--- config.mk ---
export PLATFORM = sky130hd
export DESIGN_NAME = etb_tim_route_flat
export DESIGN_NICKNAME = d
export VERILOG_FILES = /design/src/rtl/etb_tim_route_if.sv /design/src/rtl/etb_tim_route.sv /design/src/flat_wrapper.sv
export SDC_FILE = /design/constraint.sdc
export NUM_CORES = 1
export LEC_CHECK = 0
export BUFFER_PORTS_ARGS = -buffer_cell sky130_fd_sc_hd__buf_2
export CORE_MARGIN = 5
export CORE_UTILIZATION = 53
export CTS_CLUSTER_DIAMETER = 150
export DETAILED_ROUTE_END_ITERATION = 7
export PLACE_DENSITY = 0.86
export SLEW_MARGIN = 20
export SYNTH_ARGS = -nofsm -noshare
export SYNTH_HDL_FRONTEND = slang
export SYNTH_SLANG_ARGS = --single-unit
--- constraint.sdc ---
create_clock -name pclk -period 5.38 [get_ports pclk]
set_clock_uncertainty 0.1 [all_clocks]
set_input_delay 0.807 -clock pclk [delete_from_list [all_inputs] [get_ports pclk]]
set_output_delay 0.807 -clock pclk [all_outputs]
set_load 0.02 [all_outputs]
--- src/rtl/etb_tim_route_if.sv ---
// APB slave bus for etb_tim_route.
// Signals: psel/penable/pwrite control, paddr byte address, pwdata write data,
// prdata read data (driven by the slave). Zero-wait-state: no pready.
interface etb_tim_route_if;
  logic        psel;
  logic        penable;
  logic        pwrite;
  logic [7:0]  paddr;
  logic [31:0] pwdata;
  logic [31:0] prdata;

  modport master (output psel, penable, pwrite, paddr, pwdata, input prdata);
  modport slave  (input psel, penable, pwrite, paddr, pwdata, output prdata);
endinterface

--- src/rtl/etb_tim_route.sv ---
// etb_tim_route: event-to-timer trigger router.
// Four channels each pick one of eight level event sources (rising edge) or a
// software trigger, and emit a one-cycle pulse to the timer block.
// Ports:
//   pclk, preset          clock, synchronous active-high reset
//   apb (slave)           APB register access, zero-wait-state
//   evt_in[7:0]           level event sources
//   etb_tim1/2_trig_en_*  trigger pulses, channel 0..3 = tim1_on, tim1_off, tim2_on, tim2_off
//   etb_intr              registered interrupt, |(STATUS & INT_MASK)
// Registers (word address): 0x00 CH_EN, 0x04..0x10 SEL0..3, 0x14 SW_TRIG (WO),
//   0x18 STATUS (W1C, bit4 = on/off conflict), 0x1C INT_MASK.

// Per-channel request: selected edge gated by enable, OR'd with software trigger.
module etb_tim_route_ch #(
  parameter int SEL_W = 3
) (
  input  logic                  en,
  input  logic [SEL_W-1:0]      sel,
  input  logic [2**SEL_W-1:0]   evt_edge,
  input  logic                  sw,
  output logic                  req
);
  assign req = (en & evt_edge[sel]) | sw;
endmodule

module etb_tim_route (
  input  logic                pclk,
  input  logic                preset,
  etb_tim_route_if.slave      apb,
  input  logic [7:0]          evt_in,
  output logic                etb_tim1_trig_en_on,
  output logic                etb_tim1_trig_en_off,
  output logic                etb_tim2_trig_en_on,
  output logic                etb_tim2_trig_en_off,
  output logic                etb_intr
);
  localparam int NUM_CH = 4;
  localparam int SEL_W  = 3;
  localparam int EVT_W  = 2**SEL_W;

  logic [NUM_CH-1:0]             ch_en;
  logic [NUM_CH-1:0][SEL_W-1:0]  sel;
  logic [4:0]                    status;
  logic [4:0]                    int_mask;
  logic [EVT_W-1:0]              evt_q;
  logic [NUM_CH-1:0]             trig;
  logic                          intr_q;

  logic [5:0]        word;
  logic              wr;
  logic [EVT_W-1:0]  evt_edge;
  logic [NUM_CH-1:0] sw_req, req, fire;
  logic              conflict;
  logic [4:0]        st_set, st_clr;
  logic [31:0]       rdata;
  logic              unused_bits;

  assign word        = apb.paddr[7:2];
  assign wr          = apb.psel & apb.penable & apb.pwrite;
  assign evt_edge    = evt_in & ~evt_q;
  assign unused_bits = ^{apb.pwdata[31:8], apb.paddr[1:0]};

  genvar g;
  generate
    for (g = 0; g < NUM_CH; g++) begin : g_ch
      assign sw_req[g] = wr & (word == 6'h05) & apb.pwdata[g];
      etb_tim_route_ch #(.SEL_W(SEL_W)) u_ch (
        .en       (ch_en[g]),
        .sel      (sel[g]),
        .evt_edge (evt_edge),
        .sw       (sw_req[g]),
        .req      (req[g])
      );
    end
  endgenerate

  // On/off for the same timer together: off wins, on is dropped, flag conflict.
  assign fire     = {req[3], req[2] & ~req[3], req[1], req[0] & ~req[1]};
  assign conflict = (req[0] & req[1]) | (req[2] & req[3]);
  assign st_set   = {conflict, fire};
  assign st_clr   = (wr && word == 6'h06) ? apb.pwdata[4:0] : 5'h0;

  always_ff @(posedge pclk) begin
    if (preset) begin
      ch_en    <= '0;
      sel      <= '0;
      status   <= '0;
      int_mask <= '0;
      evt_q    <= '0;
      trig     <= '0;
      intr_q   <= 1'b0;
    end else begin
      evt_q  <= evt_in;
      trig   <= fire;
      // Set has priority over a concurrent W1C.
      status <= (status & ~st_clr) | st_set;
      intr_q <= |(status & int_mask);
      if (wr && word == 6'h00) ch_en    <= apb.pwdata[NUM_CH-1:0];
      if (wr && word == 6'h07) int_mask <= apb.pwdata[4:0];
      for (int n = 0; n < NUM_CH; n++)
        if (wr && word == 6'(n + 1)) sel[n] <= apb.pwdata[SEL_W-1:0];
    end
  end

  always_comb begin
    rdata = '0;
    if (apb.psel && !apb.pwrite) begin
      case (word)
        6'h00:   rdata = {28'h0, ch_en};
        6'h01:   rdata = {29'h0, sel[0]};
        6'h02:   rdata = {29'h0, sel[1]};
        6'h03:   rdata = {29'h0, sel[2]};
        6'h04:   rdata = {29'h0, sel[3]};
        6'h06:   rdata = {27'h0, status};
        6'h07:   rdata = {27'h0, int_mask};
        default: rdata = '0;
      endcase
    end
  end

  assign apb.prdata           = rdata;
  assign etb_tim1_trig_en_on  = trig[0];
  assign etb_tim1_trig_en_off = trig[1];
  assign etb_tim2_trig_en_on  = trig[2];
  assign etb_tim2_trig_en_off = trig[3];
  assign etb_intr             = intr_q;
endmodule

--- src/flat_wrapper.sv ---
// flat-port wrapper written by rule: the top's interface ports become plain ports
module etb_tim_route_flat 
  (pclk, preset, evt_in, etb_tim1_trig_en_on, etb_tim1_trig_en_off, etb_tim2_trig_en_on, etb_tim2_trig_en_off, etb_intr, apb_psel, apb_penable, apb_pwrite, apb_paddr, apb_pwdata, apb_prdata);
  etb_tim_route_if apb_i ();
  input  logic pclk;
  input  logic preset;
  input  logic [7:0] evt_in;
  output logic etb_tim1_trig_en_on;
  output logic etb_tim1_trig_en_off;
  output logic etb_tim2_trig_en_on;
  output logic etb_tim2_trig_en_off;
  output logic etb_intr;
  input wire logic [$bits(apb_i.psel)-1:0] apb_psel;
  input wire logic [$bits(apb_i.penable)-1:0] apb_penable;
  input wire logic [$bits(apb_i.pwrite)-1:0] apb_pwrite;
  input wire logic [$bits(apb_i.paddr)-1:0] apb_paddr;
  input wire logic [$bits(apb_i.pwdata)-1:0] apb_pwdata;
  output wire logic [$bits(apb_i.prdata)-1:0] apb_prdata;
  assign apb_i.psel = apb_psel;
  assign apb_i.penable = apb_penable;
  assign apb_i.pwrite = apb_pwrite;
  assign apb_i.paddr = apb_paddr;
  assign apb_i.pwdata = apb_pwdata;
  assign apb_prdata = apb_i.prdata;
  etb_tim_route u_core (.pclk(pclk), .preset(preset), .apb(apb_i), .evt_in(evt_in), .etb_tim1_trig_en_on(etb_tim1_trig_en_on), .etb_tim1_trig_en_off(etb_tim1_trig_en_off), .etb_tim2_trig_en_on(etb_tim2_trig_en_on), .etb_tim2_trig_en_off(etb_tim2_trig_en_off), .etb_intr(etb_intr));
endmodule
== Word level (Yosys, flattened, before mapping) ==
Cells that the tools add are included.

* Output and inout bits: 37
* Input bits: 53
* Bits in registers: 39

* Bitwise logic cells: 28
* Magnitude comparators: 4
* Eq/ne operators: 7
* Multiplexer cells: 11
* Reduce and logical (&&, ||, !) cells: 11

{| class="wikitable"
|+ Operators with widths
! kind !! count
|-
| 5-bit case mux with 7 select lines || 1
|-
| 32-bit 2-to-1 mux || 1
|-
| 6-bit by 3-bit equality test with 1-bit output, second input constant || 4
|-
| 3-bit by 4-bit less-than comparator with 1-bit output, second input constant || 4
|-
| 1-bit bitwise AND || 15
|-
| 1-bit binary-select mux with 3-bit select || 4
|-
| 6-bit by 2-bit equality test with 1-bit output, second input constant || 2
|-
| 5-bit bitwise AND || 2
|-
| 8-bit bitwise AND || 1
|-
| 1-bit logical AND || 8
|-
| 8-bit NOT || 1
|-
| 6-bit by 1-bit equality test with 1-bit output, second input constant || 1
|-
| 6-bit logical NOT || 1
|-
| 5-bit 2-to-1 mux || 1
|-
| 5-bit NOT || 1
|-
| 1-bit bitwise OR || 5
|-
| 5-bit bitwise OR || 1
|-
| 5-bit OR reduction || 1
|-
| 1-bit 2-to-1 mux || 4
|-
| 1-bit NOT || 2
|-
| 1-bit logical NOT || 1
|}

== Logic depth before layout (Yosys ltp) ==
* Depth in word-level cells: 9
* Mapped depth: 7
* Gate-level depth less buffers: 5

== By module ==
A second synthesis with hierarchy kept.

* Cells, all modules: 237
* Area total of the unflattened synthesis: 2,272.2 sq um

{| class="wikitable"
|+ Modules (own cells, without submodules)
! module !! cells an instance !! times used !! area each (sq um)
|-
| etb_tim_route || 209 || 1 || 1,986.9
|-
| etb_tim_route_ch || 7 || 4 || 71.3
|}

== Worst setup path before layout ==
Ideal clock, no wire load.

* Path type: input-to-output
* Start: input apb_paddr[5]
* End: output apb_prdata[4]
* Arrival: 2,048 ps
* Path slack: 2,425 ps
* Stages on the path: 3
* Cells stage by stage: or3_4 buf_6 nor4_1

* Longest elaborated chain between the ends: 3

{| class="wikitable"
|+ RTL lines
! what !! RTL line !! RTL
|-
| start, declared || flat_wrapper.sv:16 || <nowiki>input wire logic [$bits(apb_i.paddr)-1:0] apb_paddr;</nowiki>
|-
| 6-bit by 3-bit equality test with 1-bit output (tied with other cells) || etb_tim_route.sv:108 || <nowiki>case (word)</nowiki>
|-
| 5-bit case mux with 7 select lines * || etb_tim_route.sv:108 ||
|-
| 32-bit 2-to-1 mux * || etb_tim_route.sv:107 || <nowiki>if (apb.psel && !apb.pwrite) begin</nowiki>
|-
| end, declared || flat_wrapper.sv:18 || <nowiki>output wire logic [$bits(apb_i.prdata)-1:0] apb_prdata;</nowiki>
|}

Mark *: on every way between the ends. The rest lies on a longest branch, timed or not.

== Final worst setup path ==
* Start: input apb_paddr[2]
* End: output apb_prdata[0]

The elaborated chain is that of the path after synthesis.

==> metrics.md <==
| Metric | Value |
|---|---|
| Vias in the first global route | 1651 |
| # nets final | 319 |
| Worst setup margin | 2.307 ns |
| Core Rows | 24 |
| CP max FO | 18 |
| DRT iter0 DRCs | 135 |
| Total Wirelength | 4842 um |
| # DRC | 0 |
| Synth area leader | dfxtp_1 |
| RSZ-0062 raised after global routing | no |
| Root Driver | clkbuf_8 |
| Largest net degree at the start of global routing | 39 |
| Cell variety after synth | 47 |
| Area grow syn2layout | 4.390% |
| Clk pwr share | 34.8% |
| Initial Util | 53.76% |
| Crit end category | output port |
| Yosys reg bits | 39 |
| Htree depth | 2 |
| Pins Over Slew Limit | 0 |
| Post-synth EDFFs | 0 |
| Most common cell in the netlist | dfxtp_1 |
| Count of final hold-check violations | 0 |
| Mapped Area | 2308 um2 |
| Clock transition at the registers of the reported paths | 0.08 ns |
| Switch share | 26.90% |
| Hold Crit Class | reg -> reg |
| Worst setup SP type | input pin |
| Initial antenna violation count | 0 |
| Vias/cell | 5.467 |
| Period utilization | 57.13% |
| Top post-synthesis cells by count | dfxtp_1, buf_4, nor2_1 |
| Internal power | 402.1 uW |
| Synth area leaders | dfxtp_1, mux2i_1, buf_4, mux4_2, nor2_1 |
| Setup violators final | 0 |
| Sequential element share of the synthesized area | 33.82% |
| Maximum achievable frequency | 325.4 MHz |
| Die W | 76.00 um |
| Die Ht | 76.00 um |
| Max-slew headroom | 56.07% |
| Share of total power in combinational logic | 12.0% |
| Pre-CTS WS | 2.293 ns |
| Placer congestion estimate | 0.9198 |
| CTS buffer count | 5 |
| Psw | 148.0 uW |
| Post-CTS sizing | 0 |
| Met1 global-route usage | 21.98% |
| ANT cells | 0 |
| Total number of vias | 1744 |
| # IOs | 90 |
| Post-Syn Instances | 241 |
| DP HPWL | 3698 um |
| Final TNS setup | 0 ns |
| Post-synth ARST share | 0% |
| Reg power frac | 53.2% |
| Avg Inst Size Synth | 9.579 um2 |
| Postcts setup bufs | 0 |
| Maximum vdd drop | 0.1616 mV |
| Buffers added on ports | 33 |
| Tmin final | 3.073 ns |
| CTS tree | built |
| M3 GR Usage | 4.965% |
| Synth Flop Type | dfxtp_1 |
| Slew of the pin with the lowest slew margin | 0.6590 ns |
| Max-Cap Viols | 0 |
| Cts-stage hold buffer count | 0 |
| First-pass DRT Iterations | 4 |
| Worst-skew pair later-pin latency | 0.30 ns |
| Busiest grt layer | met2 |
| Fill count | 368 |
| Required @ worst endpoint | 4.47 ns |
| Leak | 0.001004 uW |
| Congestion Overflow GR | 0 |
| Post-synth top area share | 33.82% |
| Clock Sinks | 39 |
| Worst hold margin | 0.3813 ns |
| Final ANT Viol Nets | 0 |
| Status | complete, no violations |
| Longest Clk Path Bufs | 2 |
| Met2 track demand over resource | 25.51% |
| Critical Path AT | 2.17 ns |
| Cell Pwr Density | 228.3 nW/um2 |
| Ys Warns | 0 |
| GRT Resource Usage Total | 16.68% |
| Critical path start-end classification | in -> out |
| Ratio of cells with drive above 1 in the final layout | 23.60% |
| Post-DR wirelength/cell | 15.18 um |
| First-pass GRT wire length | 7803 um |
| Die ar. | 5775 um2 |
| Core area | 4294 um2 |
[per-stage QoR]
stage / cells / utilization, % / total power (uW) / area, um2
CTS: 319 / 56.12 / 555.6 / 2410
global placement: 311 / 54.14 / 362.9 / 2325
floorplan: 267 / - / 367.2 / 2406
detailed placement: 311 / 54.14 / 364.9 / 2325
finish: 319 / 56.12 / 550.1 / 2410
global route: 319 / 56.12 / 574.6 / 2410
[state kept, by name, summed over array words and instances, names as in the netlist]
| signal | cells |
|---|---|
| u_core.trig | 4 |
| u_core.ch_en | 4 |
| u_core.etb_intr | 1 |
| u_core.sel | 12 |
| u_core.evt_q | 8 |
| u_core.status | 5 |
| u_core.int_mask | 5 |
[per-layer routing]
metal / up-vias / share of wire (%) / wire [um]
met2: 77 / 45 / 2169
met3: 11 / 9.4 / 454
li1: 853 / - / -
met5: - / 0 / 0
met1: 803 / 43 / 2099
met4: 0 / 2.4 / 118
[cells by family after synthesis]
kind of cell	count (synthesis)	share of synthesized area [%]
flops	39	33.82
buf+inv	43	13.82
mux	34	19.78
compound gates	33	10.52
other cells	1	0.1624
simple gates	91	21.90
[power groups by stage]
stage | logic, uW | clock network (uW) | registers (uW)
final | 65.7 | 191 | 293
after global routing | 71.2 | 210 | 293
after CTS | 65.2 | 197 | 293
after detailed placement | 65.2 | 0 | 300
after global placement | 63.5 | 0 | 299
after floorplan | 67.9 | 0 | 299
[final cells by class]
type,instances,area [um2],share of cell area (%)
clock buffers,6,72.57,3.011
clock inverters,2,12.51,0.5192
inverters,2,7.507,0.3115
multi-input cells,185,1306,54.21
flip-flops and latches,39,780.7,32.40
well taps,52,65.06,2.700
repair buffers,33,165.2,6.854
[critical path, cell delays in order]
cell and delay, ns:
buf_2 0.33, mux2_2 0.40, a221o_1 0.30, nand3_1 0.09
a21oi_1 0.07, buf_2 0.17
[cells in the final DEF, fill, tap and decap left out, types with 3 or more instances in the layout]
master,count
a22oi_1,3
nand2_1,18
a32oi_1,3
clkbuf_8,5
nor2b_1,9
a21oi_1,11
mux4_2,9
mux2i_1,22
dfxtp_1,39
conb_1,27
mux2_2,3
buf_2,33
nor2_1,26
nand3_1,10
nand2b_1,10
[final timing paths]
kind                                              startpoint                      endpoint  slack [ns]  cells after the start
worst max-delay path                            apb_paddr[2]                 apb_prdata[0]        2.31                      6
worst min-delay path            u_core.ch_en[2]$_SDFFE_PP0P_  u_core.ch_en[2]$_SDFFE_PP0P_        0.38                      2
worst max register to register    u_core.sel[9]$_SDFFE_PP0P_   u_core.status[4]$_SDFF_PP0_        3.60                      5
worst min register to register  u_core.ch_en[2]$_SDFFE_PP0P_  u_core.ch_en[2]$_SDFFE_PP0P_        0.38                      2
No activity file was read; power rests on OpenSTA's default activity.
